## config.mk

```make
export PLATFORM = sky130hd
export DESIGN_NAME = ram_arbiter
export DESIGN_NICKNAME = d
export VERILOG_FILES = /design/src/rtl/ram_arbiter.sv
export SDC_FILE = /design/constraint.sdc
export NUM_CORES = 1
export LEC_CHECK = 0
export ABC_AREA = 1
export CAP_MARGIN = 20
export CORE_MARGIN = 5
export CORE_UTILIZATION = 40
export CTS_CLUSTER_SIZE = 16
export DETAILED_ROUTE_END_ITERATION = 8
export GPL_ROUTABILITY_DRIVEN = 0
export PLACE_DENSITY = 0.78
export SLEW_MARGIN = 20
export SYNTH_ARGS = -nofsm -noshare
export SYNTH_HDL_FRONTEND = slang
export SYNTH_SLANG_ARGS = --single-unit
```

## constraint.sdc

```tcl
create_clock -name clk -period 1.7 [get_ports clk]
set_input_delay 0.34 -clock clk [delete_from_list [all_inputs] [get_ports clk]]
set_output_delay 0.34 -clock clk [all_outputs]
set_load 0.01 [all_outputs]
```

## src/rtl/ram_arbiter.sv

```systemverilog
// ram_arbiter: round-robin arbiter/sequencer sharing one 32K x 8 RAM port.
// Optional grant locking for bursts is enabled with `define RAM_ARB_LOCK_EN.
module ram_arbiter #(
  parameter int ADDR_W = 15,
  parameter int DATA_W = 8
) (
  input  logic              clk,
  input  logic              rst_n,
  input  logic              m0_req,
  input  logic              m0_we,
  input  logic [ADDR_W-1:0] m0_addr,
  input  logic [DATA_W-1:0] m0_wdata,
  input  logic              m0_lock,
  output logic              m0_ack,
  output logic [DATA_W-1:0] m0_rdata,
  input  logic              m1_req,
  input  logic              m1_we,
  input  logic [ADDR_W-1:0] m1_addr,
  input  logic [DATA_W-1:0] m1_wdata,
  input  logic              m1_lock,
  output logic              m1_ack,
  output logic [DATA_W-1:0] m1_rdata,
  output logic [ADDR_W-1:0] ram_address,
  output logic [DATA_W-1:0] ram_datain,
  output logic              ram_we,
  input  logic [DATA_W-1:0] ram_dataout,
  output logic              busy
);

  typedef enum logic [1:0] {
    IDLE  = 2'd0,
    SERVE = 2'd1,
    DONE  = 2'd2
  } state_t;

  state_t state;
  state_t state_n;

  logic any_req;
  logic both_req;
  logic pick;
  logic grant_go;
  logic gnt;
  logic last_grant;
  logic we_q;

  assign any_req  = m0_req | m1_req;
  assign both_req = m0_req & m1_req;

`ifdef RAM_ARB_LOCK_EN
  logic [1:0] lock_q;
  logic [1:0] lock_n;

  // a locked master that is still requesting overrides round-robin
  always_comb begin
    pick = m1_req;
    if (lock_q[0] && m0_req)
      pick = 1'b0;
    else if (lock_q[1] && m1_req)
      pick = 1'b1;
    else if (both_req)
      pick = ~last_grant;
  end

  always_comb begin
    lock_n = lock_q;
    if (state == IDLE) begin
      lock_n = 2'b00;
      if (any_req) begin
        if (pick)
          lock_n[1] = m1_lock;
        else
          lock_n[0] = m0_lock;
      end
    end
  end

  always_ff @(posedge clk or negedge rst_n) begin
    if (!rst_n)
      lock_q <= 2'b00;
    else
      lock_q <= lock_n;
  end
`else
  logic unused_lock;

  assign unused_lock = m0_lock ^ m1_lock;

  always_comb begin
    pick = m1_req;
    if (both_req)
      pick = ~last_grant;
  end
`endif

  always_ff @(posedge clk or negedge rst_n) begin
    if (!rst_n)
      state <= IDLE;
    else
      state <= state_n;
  end

  always_comb begin
    state_n  = state;
    grant_go = 1'b0;
    unique case (state)
      IDLE: begin
        if (any_req) begin
          grant_go = 1'b1;
          state_n  = SERVE;
        end
      end
      SERVE:   state_n = DONE;
      DONE:    state_n = IDLE;
      default: state_n = IDLE;
    endcase
  end

  // write strobe is gated by state so reset removes it at once
  assign ram_we = (state == SERVE) & we_q;

  always_ff @(posedge clk or negedge rst_n) begin
    if (!rst_n) begin
      gnt         <= 1'b0;
      last_grant  <= 1'b1;
      we_q        <= 1'b0;
      ram_address <= '0;
      ram_datain  <= '0;
    end else if (grant_go) begin
      gnt        <= pick;
      last_grant <= pick;
      if (pick) begin
        we_q        <= m1_we;
        ram_address <= m1_addr;
        ram_datain  <= m1_wdata;
      end else begin
        we_q        <= m0_we;
        ram_address <= m0_addr;
        ram_datain  <= m0_wdata;
      end
    end
  end

  always_ff @(posedge clk or negedge rst_n) begin
    if (!rst_n) begin
      m0_ack   <= 1'b0;
      m1_ack   <= 1'b0;
      m0_rdata <= '0;
      m1_rdata <= '0;
      busy     <= 1'b0;
    end else begin
      busy   <= (state_n != IDLE);
      m0_ack <= (state == SERVE) & ~gnt;
      m1_ack <= (state == SERVE) & gnt;
      if ((state == SERVE) && !we_q) begin
        if (gnt)
          m1_rdata <= ram_dataout;
        else
          m0_rdata <= ram_dataout;
      end
    end
  end

endmodule

```

==> results of run 1 <==
[worst max-delay path, cell delays in order, from the launching register on]
cell and delay (ps):
sky130_fd_sc_hd__dfrtp_1 390, sky130_fd_sc_hd__nor2_1 140, sky130_fd_sc_hd__inv_1 90, sky130_fd_sc_hd__nor2_1 90, sky130_fd_sc_hd__clkdlybuf4s15_1 260
[layout by cell type, fill, tap and decap left out]
master / count
sky130_fd_sc_hd__buf_12: 3
sky130_fd_sc_hd__o21ai_0: 1
sky130_fd_sc_hd__nor2_1: 4
sky130_fd_sc_hd__inv_1: 52
sky130_fd_sc_hd__clkbuf_1: 1
sky130_fd_sc_hd__buf_2: 1
sky130_fd_sc_hd__nand4_1: 17
sky130_fd_sc_hd__nor2_4: 1
sky130_fd_sc_hd__clkinv_1: 1
sky130_fd_sc_hd__dfrtp_1: 46
sky130_fd_sc_hd__nor2_8: 1
sky130_fd_sc_hd__nand2_1: 108
sky130_fd_sc_hd__clkdlybuf4s50_1: 100
sky130_fd_sc_hd__clkbuf_8: 5
sky130_fd_sc_hd__clkdlybuf4s15_1: 1
sky130_fd_sc_hd__nand2_2: 2
sky130_fd_sc_hd__inv_2: 1
sky130_fd_sc_hd__nand3_1: 50
sky130_fd_sc_hd__buf_4: 10
sky130_fd_sc_hd__bufinv_16: 2
sky130_fd_sc_hd__dfstp_2: 1
[stage by stage]
stage	instance area, um2	total power, mW	setup TNS [ps]	setup WS, ps
after floorplan	2310	3.41	0	415
after CTS	3580	5.89	0	77.3
after global routing	3580	6.26	0	11.0
after detailed placement	3450	4.95	-52.5	-14.1
after global placement	3450	4.87	0	10.3
final	3580	5.82	0	109
[layer usage]
| metal | global-route usage | wire length, um | vias up |
|---|---|---|---|
| li1 | - | - | 1141 |
| met2 | 0.274 | 2750 | 77 |
| met3 | 0.0615 | 614 | 10 |
| met4 | 0.0561 | 118 | 0 |
| met1 | 0.188 | 2410 | 988 |
| met5 | 0 | 0 | - |
[cell usage after synthesis]
| library cell | n | share of area |
|---|---|---|
| sky130_fd_sc_hd__buf_4 | 6 | 0.019 |
| sky130_fd_sc_hd__nor2_8 | 1 | 0.0086 |
| sky130_fd_sc_hd__nand2_2 | 2 | 0.0054 |
| sky130_fd_sc_hd__dfstp_2 | 1 | 0.011 |
| sky130_fd_sc_hd__nand2_1 | 108 | 0.18 |
| sky130_fd_sc_hd__nand4_1 | 17 | 0.046 |
| sky130_fd_sc_hd__inv_1 | 52 | 0.084 |
| sky130_fd_sc_hd__nor2_1 | 4 | 0.0065 |
| sky130_fd_sc_hd__clkbuf_1 | 4 | 0.0065 |
| sky130_fd_sc_hd__buf_6 | 3 | 0.015 |
| sky130_fd_sc_hd__dfrtp_1 | 46 | 0.50 |
| sky130_fd_sc_hd__buf_2 | 3 | 0.0065 |
| sky130_fd_sc_hd__nand3_1 | 50 | 0.11 |
| sky130_fd_sc_hd__inv_2 | 1 | 0.0016 |
| sky130_fd_sc_hd__nor2_4 | 1 | 0.0049 |
| sky130_fd_sc_hd__clkinv_1 | 1 | 0.0016 |
| sky130_fd_sc_hd__o21ai_0 | 1 | 0.0022 |
[flip-flops by register name (all words and copies together), names as in the netlist]
signal,cells
last_grant,1
ram_address,15
m0_ack,1
busy,1
m0_rdata,8
we_q,1
ram_datain,8
m1_ack,1
state,2
m1_rdata,8
gnt,1
[final timing paths]
| check | from | end | slack, ps |
|---|---|---|---|
| worst max-delay path | state[1] | ram_we | 110 |
| worst min-delay path | rst_n | ram_address[0] | -3 |
| worst max register to register | gnt | m0_rdata[1] | 340 |
| worst min register to register | last_grant | last_grant | 470 |
| max in group asynchronous | rst_n | last_grant | 1130 |
| min in group clk | last_grant | last_grant | 470 |
[power breakdown]
group          leakage [nW]  switching, mW  internal (mW)
clock                0.0654          0.341          0.587
sequential            0.573          0.325           1.69
combinational          1.23           1.41           1.47
total                  1.87           2.07           3.75
[cell families after synthesis]
kind of cell,count (synthesis),share of synthesized area
flip-flops,47,0.509
AND/OR/NAND/NOR,183,0.355
buffers and inverters,70,0.135
AO/OA/AOI/OAI,1,0.00216
[layout make-up]
class	count	area, um2	share of cell area
Clock buffer	6	72.6	0.0203
Clock inverter	2	60.1	0.0168
Multi-Input combinational cell	184	826	0.231
Inverter	54	203	0.0566
Timing Repair Buffer	115	1150	0.322
Sequential cell	47	1180	0.329
Tap cell	72	90.1	0.0252
[what timing repair did]
item,CTS,global route
hold endpoints to repair,0,0
setup buffers,0,0
gates resized for setup,1,1
endpoints found under the setup margin,1,1
hold buffers,0,0
==> parameters.txt, run 1 <==
Parameter                              Value

Floorplanning
  Die area    0.00741 mm2
  Starting Density    0.415
  Number of ports placed on the die boundary    105
  Floorplan Core Area    0.00557 mm2
  Floorplan die height    86.1 um
  Number of core rows    27
  Die outline width    86.1 um

Timing
  Crit share post-route    0.936
  FMAX    628 MHz
  Worst Clk Skew    3.80 ps
  RSZ-0062 raised after global routing    no
  Final-layout worst hold slack    -3.20 ps
  Pins Over Slew Limit    0
  Slew at the pin closest to its max-slew limit    457 ps
  Worst relative slew slack    0.695
  Count of final hold-check violations    13
  Endpoints failing setup    0
  Time the worst path needs with I/O delays and setup    1590 ps

Power
  Power per Cell Area    1630 mW/mm2
  Leak Pwr    1.87 nW
  Worst voltage drop across the vdd grid    0.846 mV

Synth
  Number of instances in the synthesized netlist    301
  Post-synthesis net count    363
  Cell area after technology mapping    0.00231 mm2
  Yosys warning total    0
  Sequential-to-total area share from yosys stat    0.509
  Flip-flop and latch count after synthesis    47
  Distinct cell type count after synthesis    17
  Average footprint of a synthesized cell    7.69 um2

Placement
  HPWL Detailed    4630 um
  Number of I/O port buffers    102
  Count of placed standard cells including taps    472

Cells and area
  Number of fill cells in the layout    504
  Antenna diode instance count    0
  Fin util    0.642
  Share of post-route cells with drive strength above 1    0.0662
  Final Net Count    469
  Finished Layout Cells    480
  Synth-to-layout area growth    54.6%

Global routing
  Initial antenna violation count    0
  GR Overflow Total    0
  Via count of the first global-routing pass    2188
  Global-route total usage across every layer    0.162
  Wire length of the first global-routing pass    9720 um
  Largest net degree at the start of global routing    30

Clock network
  Root cell of the clock tree    sky130_fd_sc_hd__clkbuf_8
  Clock tree from TritonCTS    done
  Clock-pin slew of the registers on the worst-case setup and hold paths    80 ps
  Bufs on Longest Clock Path    2
  CTS H-Tree Depth    2
  Number of clock buffers inserted by TritonCTS    5
  Sinks on the clock net    47
  Clock latency of the later-clocked register in the worst-skew pair    280 ps

Critical path
  Maximum fanout count along the critical path    4
  Arrival time at the worst endpoint    1250 ps
  Startpoint Class    flop
  Req. time, crit path    1360 ps
  Classification of the worst setup path    flop to primary output
  Worst Reg-to-Reg Cells    4
  Worst setup EP type    primary output

Status
  Outcome    finished with violations
  Violated checks    negative hold slack

Drt
  Total number of vias    2216
  Pre-antenna DRT Iters    4
  Number of violations reported at the end of detailed-routing iteration 0    72
  DR DRC count    0
  Wirelength per Cell    12.3 um
  Number of nets with antenna violations after routing    0
  Drt via density    4.62
  Final routed wirelength across all metal layers    5900 um

Min path
  Worst hold path type    primary input to asynchronous set/reset pin

Run
  Max-capacitance violation count    0
Note: power is estimated with default switching activity, not from simulation.
==> inputs of run 2 (changes only) <==
- CORE_ASPECT_RATIO: not set -> 1.75
- PLACE_DENSITY: 0.78 -> 0.82
- SLEW_MARGIN: 20 -> not set
==> run 2 against run 1 <==
Against the previous run:
- the flow now finishes without violations
- total power down 3.9%
- count of clock-buffer cells in the layout unchanged
- clock power down 28%
- sequential share of layout area up 0.47 points
- clock skew up 3.1 ps
- final area down 1.4%
- final cell count up 0.42%
- die area up 0.81%
- fmax up 2.6%
- register-to-register slack better by 20 ps
- utilization down 1.0 points
- worst setup slack better by 40 ps
==> parameters.txt, run 2 (synthesis results as in run 1) <==
Parameter                              Value

Clock network
  Clock-pin slew of the registers on the worst-case setup and hold paths    80 ps (about the same)
  Bufs on Longest Clock Path    2 (unchanged)
  Sinks on the clock net    47 (unchanged)
  Root cell of the clock tree    sky130_fd_sc_hd__clkbuf_8
  CTS H-Tree Depth    2 (unchanged)
  Clock tree from TritonCTS    done
  Number of clock buffers inserted by TritonCTS    5 (unchanged)
  Clock latency of the later-clocked register in the worst-skew pair    290 ps (about the same)

Timing
  Crit share post-route    0.913 (-0.0236)
  Endpoints failing setup    0 (unchanged)
  FMAX    645 MHz (+2.6%)
  Final-layout worst hold slack    475 ps (+479 ps)
  Setup TNS    0 ps (unchanged)
  Worst Clk Skew    6.86 ps (+3.06 ps)
  Worst relative slew slack    0.751 (+0.0559)
  Slew at the pin closest to its max-slew limit    373 ps (-83.9 ps)
  Count of final hold-check violations    0 (-13)
  RSZ-0062 raised after global routing    no
  Pins Over Slew Limit    0 (unchanged)
  Time the worst path needs with I/O delays and setup    1550 ps (-40.1 ps)
  Min setup slack post-route    149 ps (+40.1 ps)

Global routing
  Wire length of the first global-routing pass    10400 um (+7.0%)
  M3 GR Usage    0.0264 (-0.0351)
  GR Overflow Total    0 (unchanged)
  Largest net degree at the start of global routing    27 (-10%)
  Met1 track demand over resource    0.198 (+0.0102)
  Met2 GRT Util    0.329 (+0.0552)
  Via count of the first global-routing pass    2231 (+2.0%)
  Initial antenna violation count    0 (unchanged)
  Layer with the highest usage    met2
  Global-route total usage across every layer    0.182 (+0.0200)

Critical path
  Origin of the worst setup path    ram_datain[5]
  Worst setup EP type    primary output
  Maximum fanout count along the critical path    2 (-2)
  Stages on worst setup path    1 (-3)
  Startpoint of the worst-slack reg-to-reg timing path    gnt
  CP cell instances    clkdlybuf4s50_1
  Slowest cell on the critical path    sky130_fd_sc_hd__clkdlybuf4s50_1
  Arrival time at the worst endpoint    1210 ps (-40 ps)
  Worst Reg-to-Reg Cells    4 (unchanged)
  Classification of the worst setup path    flop to primary output
  Startpoint Class    flop
  CP Buf/Inv Count    1 (-1)
  Req. time, crit path    1360 ps (about the same)
  Delay-heaviest family, CP    buffers and inverters
  Maximum single-stage delay on the critical path    560 ps (+170 ps)

Floorplanning
  Floorplan die height    111 um (+29%)
  Floorplan Core Area    0.00559 mm2 (+0.20%)
  Starting Density    0.414 (-0.000837)
  Number of core rows    36 (+33%)
  Die area    0.00747 mm2 (+0.81%)
  Number of ports placed on the die boundary    105 (unchanged)
  Die outline width    67.5 um (-22%)

Cells and area
  Antenna diode instance count    0 (unchanged)
  Final Net Count    468 (-0.21%)
  Highest-count cells in the layout ignoring fill and taps    sky130_fd_sc_hd__nand2_1, sky130_fd_sc_hd__clkdlybuf4s50_1, sky130_fd_sc_hd__inv_1, sky130_fd_sc_hd__nand3_1, sky130_fd_sc_hd__dfrtp_1
  Register area    0.00118 mm2 (unchanged)
  Fin util    0.632 (-0.0103)
  Number of fill cells in the layout    513 (+1.8%)
  Share of post-route cells with drive strength above 1    0.0640 (-0.00214)
  Commonest non-fill, non-tap cell in the layout    sky130_fd_sc_hd__nand2_1
  Register containing the most flip-flops in the final layout    ram_address
  Number of flip-flops under the largest register name    15 (unchanged)
  Synth-to-layout area growth    52.5%
  Total area of multi-input combinational cells    826 um2 (unchanged)

Drt
  Number of violations reported at the end of detailed-routing iteration 0    190 (+160%)
  DR DRC count    0 (unchanged)
  Number of nets with antenna violations after routing    0 (unchanged)
  Drt via density    4.75 (+2.9%)
  Total number of vias    2289 (+3.3%)
  Final routed wirelength across all metal layers    6530 um (+11%)
  Wirelength per Cell    13.6 um (+10%)
  Pre-antenna DRT Iters    4 (unchanged)

Placement
  HPWL Detailed    5090 um (+9.8%)
  Number of I/O port buffers    102 (unchanged)
  Post-place setup slack    -10.3 ps (+3.76 ps)

Min path
  Worst hold start    m1_rdata[2]
  Worst hold path type    flop to flop
  Hold Crit Depth    2

Power
  Worst voltage drop across the vdd grid    0.636 mV (-25%)
  Power per Cell Area    1580 mW/mm2 (-2.5%)
  Leak Pwr    1.84 nW (-1.3%)

Status
  Outcome    completed

Run
  Max-capacitance violation count    0 (unchanged)
==> run 2: layout make-up <==
type | count | share of cell area
clock buffer | 6 | 0.0234
clock inverter | 1 | 0.00142
inverter | 54 | 0.0574
multi-input combinational | 184 | 0.234
sequential | 47 | 0.334
tap | 76 | 0.0269
timing repair buffer | 114 | 0.323
==> run 2: report_power, final <==
part           switching (mW)  total (mW)  internal, mW
Combinational            1.45        2.93          1.48
Clock                   0.346       0.665         0.319
Sequential              0.315        2.00          1.68
==> run 2: through the flow <==
stage	instance area (um2)	instances	power, mW
after global routing	3530	482	6.01
final	3530	482	5.59
after floorplan	2310	301	3.41
after CTS	3530	482	5.65
after detailed placement	3440	474	4.97
after global placement	3440	474	4.89
==> run 2: worst paths after layout <==
kind	endpoint	slack (ps)
max in group asynchronous	ram_address[11]	620
hold reg to reg	m1_rdata[2]	480
setup reg to reg	m0_rdata[4]	360
min in group asynchronous	m0_rdata[5]	500
hold / removal	m1_rdata[2]	480
setup / recovery	ram_datain[5]	150
==> run 2: layer usage <==
metal  up-vias  share of wire
met1      1059           0.36
met5         -              0
met4         0          0.029
li1       1130              -
met3        15          0.066
met2        85           0.55
==> run 2: what timing repair did <==
item | in CTS | in global routing
setup buffers | 0 | 0
pin swaps | 0 | 0
hold buffers | 1 | 0
endpoints found under the hold margin | 14 | 0
resized for setup | 1 | 2
setup endpoints to repair | 1 | 1
==> run 2: worst register-to-register path, stage by stage (launching register included) <==
cell                      delay, ps
sky130_fd_sc_hd__dfrtp_1        490
sky130_fd_sc_hd__inv_1          290
sky130_fd_sc_hd__nand3_1        280
sky130_fd_sc_hd__nand2_1        120
sky130_fd_sc_hd__nand2_1         60
